### src/rtl/snd_i2s_tx.sv
// I2S transmitter for the cartridge sound bus: one-deep sample buffer, per-frame gain ramp,
// and 256fs/64fs/32-bit-slot serialization. All bit timing comes from the incoming frame phase.
module snd_i2s_tx #(
   parameter int RAMP_STEP = 4
) (
   input  logic        clk,
   input  logic        rst,
   input  logic        snd_on,
   input  logic        next_sample,
   input  logic [8:0]  phase,
   input  logic [15:0] snd_l,
   input  logic [15:0] snd_r,
   input  logic        flag_clr,
   output logic        i2s_mck,
   output logic        i2s_bck,
   output logic        i2s_lrck,
   output logic        i2s_sdat,
   output logic        underrun,
   output logic        overrun,
   output logic [8:0]  gain
);

   logic [8:0]  r_ph_q;
   logic [15:0] r_pend_l, r_pend_r, r_raw_l, r_raw_r, r_fl, r_fr;
   logic        r_pend_vld;
   logic [8:0]  r_gain;
   logic        r_mck, r_bck, r_lrck, r_sdat, r_underrun, r_overrun;

   logic        w_fs;
   logic [15:0] w_sel_l, w_sel_r, w_word;
   logic [9:0]  w_gup;
   logic [8:0]  w_gnx;
   logic signed [24:0] w_gx, w_sl_x, w_sr_x, w_prod_l, w_prod_r;
   logic [4:0]  w_j, w_idx;
   logic        w_bit;
   logic [17:0] w_unused_bits;

   assign w_fs = (phase == 9'd0) && (r_ph_q != 9'd0);

   // Live inputs win at fs so a driver issuing next_sample on the frame edge is not a frame late.
   always_comb begin
      w_sel_l = r_raw_l;
      w_sel_r = r_raw_r;
      if (next_sample) begin
         w_sel_l = snd_l;
         w_sel_r = snd_r;
      end else if (r_pend_vld) begin
         w_sel_l = r_pend_l;
         w_sel_r = r_pend_r;
      end
   end

   assign w_gup = {1'b0, r_gain} + 10'(RAMP_STEP);
   always_comb begin
      w_gnx = r_gain;
      if (snd_on)
         w_gnx = (w_gup > 10'd256) ? 9'd256 : w_gup[8:0];
      else
         w_gnx = (r_gain < 9'(RAMP_STEP)) ? 9'd0 : r_gain - 9'(RAMP_STEP);
   end

   // Gain is at most 256, so a 25-bit signed product holds the full result.
   assign w_gx     = {16'd0, w_gnx};
   assign w_sl_x   = {{9{w_sel_l[15]}}, w_sel_l};
   assign w_sr_x   = {{9{w_sel_r[15]}}, w_sel_r};
   assign w_prod_l = w_sl_x * w_gx;
   assign w_prod_r = w_sr_x * w_gx;

   assign w_j    = phase[7:3];
   assign w_idx  = 5'd16 - w_j;
   assign w_word = phase[8] ? r_fr : r_fl;
   assign w_bit  = (w_j >= 5'd1 && w_j <= 5'd16) ? w_word[w_idx[3:0]] : 1'b0;

   assign w_unused_bits = {w_prod_l[24], w_prod_l[7:0], w_prod_r[24], w_prod_r[7:0], w_idx[4]};

   always_ff @(posedge clk or posedge rst) begin
      if (rst) begin
         r_ph_q     <= '0;
         r_pend_l   <= '0;
         r_pend_r   <= '0;
         r_pend_vld <= 1'b0;
         r_raw_l    <= '0;
         r_raw_r    <= '0;
         r_fl       <= '0;
         r_fr       <= '0;
         r_gain     <= '0;
         r_mck      <= 1'b0;
         r_bck      <= 1'b0;
         r_lrck     <= 1'b0;
         r_sdat     <= 1'b0;
         r_underrun <= 1'b0;
         r_overrun  <= 1'b0;
      end else begin
         r_ph_q <= phase;
         r_mck  <= phase[0];
         r_bck  <= phase[2];
         r_lrck <= phase[8];
         r_sdat <= w_bit;
         if (next_sample) begin
            r_pend_l <= snd_l;
            r_pend_r <= snd_r;
         end
         if (w_fs) begin
            r_pend_vld <= 1'b0;
            r_gain     <= w_gnx;
            r_raw_l    <= w_sel_l;
            r_raw_r    <= w_sel_r;
            r_fl       <= w_prod_l[23:8];
            r_fr       <= w_prod_r[23:8];
         end else if (next_sample) begin
            r_pend_vld <= 1'b1;
         end
         if (w_fs && !next_sample && !r_pend_vld) r_underrun <= 1'b1;
         else if (flag_clr)                       r_underrun <= 1'b0;
         if (next_sample && r_pend_vld && !w_fs)  r_overrun <= 1'b1;
         else if (flag_clr)                       r_overrun <= 1'b0;
      end
   end

   assign i2s_mck  = r_mck;
   assign i2s_bck  = r_bck;
   assign i2s_lrck = r_lrck;
   assign i2s_sdat = r_sdat;
   assign underrun = r_underrun;
   assign overrun  = r_overrun;
   assign gain     = r_gain;

endmodule

### config.mk
export PLATFORM = sky130hd
export DESIGN_NAME = snd_i2s_tx
export DESIGN_NICKNAME = d
export VERILOG_FILES = /design/src/rtl/snd_i2s_tx.sv
export SDC_FILE = /design/constraint.sdc
export NUM_CORES = 1
export LEC_CHECK = 0
export BUFFER_PORTS_ARGS = -buffer_cell sky130_fd_sc_hd__buf_4
export CAP_MARGIN = 20
export CORE_MARGIN = 2
export CORE_UTILIZATION = 50
export DETAILED_ROUTE_END_ITERATION = 8
export GPL_TIMING_DRIVEN = 1
export PLACE_DENSITY = 0.79
export SYNTH_ARGS = -nofsm -noshare
export SYNTH_HDL_FRONTEND = slang
export SYNTH_SLANG_ARGS = --single-unit
### constraint.sdc
create_clock -name clk -period 10.12 [get_ports clk]
set_clock_uncertainty 0.05 [all_clocks]
set_input_delay 1.012 -clock clk [delete_from_list [all_inputs] [get_ports clk]]
set_output_delay 1.012 -clock clk [all_outputs]
set_load 0.005 [all_outputs]
==> flow_metrics.env <==
export IMPL_fp_row_count=63
export IMPL_leakage_nw=8.728
export IMPL_dp_cells=2088
export IMPL_gp_congestion=0.9098
export IMPL_holdPathStages=2
export IMPL_cp_start_kind="flip-flop"
export IMPL_required_ns=10.42
export IMPL_wirelength_mm=36.65
export IMPL_synth_warnings=0
export IMPL_syn2layout_area_growth_pct=9.543
export IMPL_routedWlPerCell_microns=17.27
export IMPL_antenna_found_initial=0
export IMPL_cp_slowest_cell="nand2_1"
export IMPL_worstMarginPinSlew_ns=1.193
export IMPL_n_fill_cell=2597
export IMPL_cts_root_buffer="clkbuf_16"
export IMPL_peakVddDrop_mv=0.1201
export IMPL_portBuffers=60
export IMPL_clock_sinks=118
export IMPL_path_clk_slew_ns=0.07
export IMPL_crit_start="gain[2]"
export IMPL_cap_viol_max_count=0
export IMPL_rsz0062_at_grt="no"
export IMPL_post_cts_buffers=0
export IMPL_start_util=0.5052
export IMPL_layout_drive_gt1_share=0.07968
export IMPL_syn_inst=1687
export IMPL_grt_met1_usage=0.3335
export IMPL_cts_hold_buffers=0
export IMPL_synth_edf_count=0
export IMPL_hpwl_mm=28.03
export IMPL_final_common_cell="inv_1"
export IMPL_critPathMaxStageDelay_ns=0.72
export IMPL_async_flop_share=1.000
export IMPL_route_detailed_drc=0
export IMPL_grt_ovfl_total=0
export IMPL_dieArea_sq_mm=0.03127
export IMPL_setup_violations=0
export IMPL_powerDensity_mw_per_mm2=107.3
export IMPL_via_count=11790
export IMPL_dr_pass1_iters=6
export IMPL_fin_crit_sh=0.8221
export IMPL_drtIter0Drc=992
export IMPL_multi_input_area_sq_mm=0.01056
export IMPL_ys_seq_elements=118
export IMPL_hold_viol=0
export IMPL_postSynthAreaPerCell_sq_um=8.852
export IMPL_r2r_end="r_fr[10]"
export IMPL_r2r_setup_slack_ns=1.80
export IMPL_setup_tns_final_ns=0
export IMPL_regArea_sq_mm=0.002954
export IMPL_ctsHtreeMaxLevel=4
export IMPL_grt_pass1_wl_mm=61.96
export IMPL_outcome="completed"
export IMPL_busiest_layer="met2"
export IMPL_fin_cells=2122
export IMPL_pin_count=61
export IMPL_ys_seq_area_frac=0.1977
export IMPL_fin_util=0.5534
export IMPL_r2r_start="gain[2]"
export IMPL_grtUsageMet2=0.4163
export IMPL_final_nets=2097
export IMPL_vias_per_cell=5.554
export IMPL_critPathCapture="r_fr[10]"
export IMPL_grt_pass1_vias=12340
export IMPL_r2r_cells=28
export IMPL_final_cell_mix="inv_1 (314), nand2_1 (263), fa_1 (228), nor2_1 (157), o21ai_0 (131)"
export IMPL_antenna_cells=0
export IMPL_die_x_microns=176.8
export IMPL_cts_tree="yes"
export IMPL_placedInstanceArea_sq_mm=0.01578
export IMPL_min_period_ns=8.319
export IMPL_hp_class="reg -> reg"
export IMPL_syn_area_sq_mm=0.01493
export IMPL_met3_usage=0.04167
export IMPL_cpMostUsedCell="fa_1"
export IMPL_relSlewSlack=0.1963
export IMPL_critPathArrivalTime_ns=8.62
export IMPL_ys_flop_type="dfrtp_1"
export IMPL_ant_nets=0
export IMPL_grt_usage=0.2546
export IMPL_cts_resized=0
export IMPL_end_kind="flip-flop"
export IMPL_clk_path_buf_depth=2
export IMPL_fmax_mhz=120.2
export IMPL_fin_total_pwr_mw=1.755
export IMPL_grt_max_degree=92
export IMPL_critPathKind="reg -> reg"
export IMPL_cp_max_fo=17
export IMPL_synth_nets=2065
export IMPL_design_area_sq_mm=0.01636
export IMPL_synth_cell_types=57
export IMPL_die_y_microns=176.8
export IMPL_drv_slew=0
export IMPL_core_area_sq_mm=0.02956
export IMPL_clock_latency_ns=0.45
export IMPL_cts_buffers=17
## state kept, by name, summed over array words and instances, names as in the netlist
name	flops
r_fr	16
r_pend_vld	1
i2s_sdat	1
underrun	1
r_ph_q	8
r_pend_l	16
r_raw_l	16
gain	9
r_fl	16
i2s_lrck	1
r_pend_r	16
r_raw_r	16
overrun	1
## cell families (layout without fill, tap and decap cells)
kind of cell / after synthesis / after routing / synth area share
AOI/OAI and AO/OA: 258 / 258 / 0.1061
xor gates and xnor gates: 46 / 46 / 0.02698
buffers and inverters: 382 / 427 / 0.09627
and+or+nand+nor: 503 / 503 / 0.1393
muxes: 48 / 48 / 0.04080
adders and majority gates: 332 / 332 / 0.3928
DFF: 118 / 118 / 0.1977
## worst min path at each step
stage                       to       start  slack (ns)
detailed placement  r_raw_r[3]  r_raw_r[3]        0.42
finish              r_raw_r[3]  r_raw_r[3]        0.43
CTS                    r_fr[4]     r_fr[4]        0.43
global route        r_raw_r[3]  r_raw_r[3]        0.45
floorplan              r_fl[9]     r_fl[9]        0.39
global placement       r_fr[2]     r_fr[2]        0.41
## final cells by class
cell class / count / share of cell area
well taps: 390 / 0.02983
inverters: 315 / 0.07243
clock buffers: 17 / 0.02601
repair buffers: 80 / 0.03817
multi-input cells: 1187 / 0.6457
flip-flops and latches: 118 / 0.1806
clock inverters: 15 / 0.007266
## synth_stat cells (8+ instances only)
cell type,instances,area [sq um]
xnor2_1,31,271.5
nor2_1,158,593.1
xor2_1,15,131.4
ha_1,104,1301
mux2i_1,35,350.3
mux4_2,10,225.2
nor3_1,20,100.1
clkbuf_1,59,221.5
a21o_1,13,97.59
inv_1,315,1182
dfrtp_1,118,2953
o21ai_0,131,655.6
nand3_1,11,55.05
fa_1,228,4564
a21oi_1,27,135.1
o21a_1,41,307.8
nand2_1,263,987.2
nor4_1,8,50.05
## stage by stage
step	hold slack, ns	setup slack [ns]
4_1_cts	0.4314	1.894
5_1_grt	0.4491	1.232
3_5_place_dp	0.4193	1.911
3_3_place_gp	0.4096	2.280
6_report	0.4289	1.801
2_1_floorplan	0.3885	2.693
## worst max-delay path: cells and delay by family, from the launching register on
family,cells,cell delay (ns)
compound gates,9,2.10
fa+ha+maj,7,3.11
flops,1,0.57
simple gates,9,2.24
buf+inv,3,0.14
## report_power, final
group / internal, mW / switching (mW) / leakage, nW
combinational: 0.248 / 0.398 / 6.92
clock: 0.317 / 0.274 / 0.258
sequential: 0.499 / 0.0175 / 1.55
## layer usage
layer  up-vias  routed length, microns  part of all wire
li1       5349                       -                 -
met1      5869                   14720              0.40
met2       481                   17380              0.47
met3        87                    2853             0.078
met4         0                    1700             0.046
met5         -                       0                 0
(Power assumes the default switching activity.)
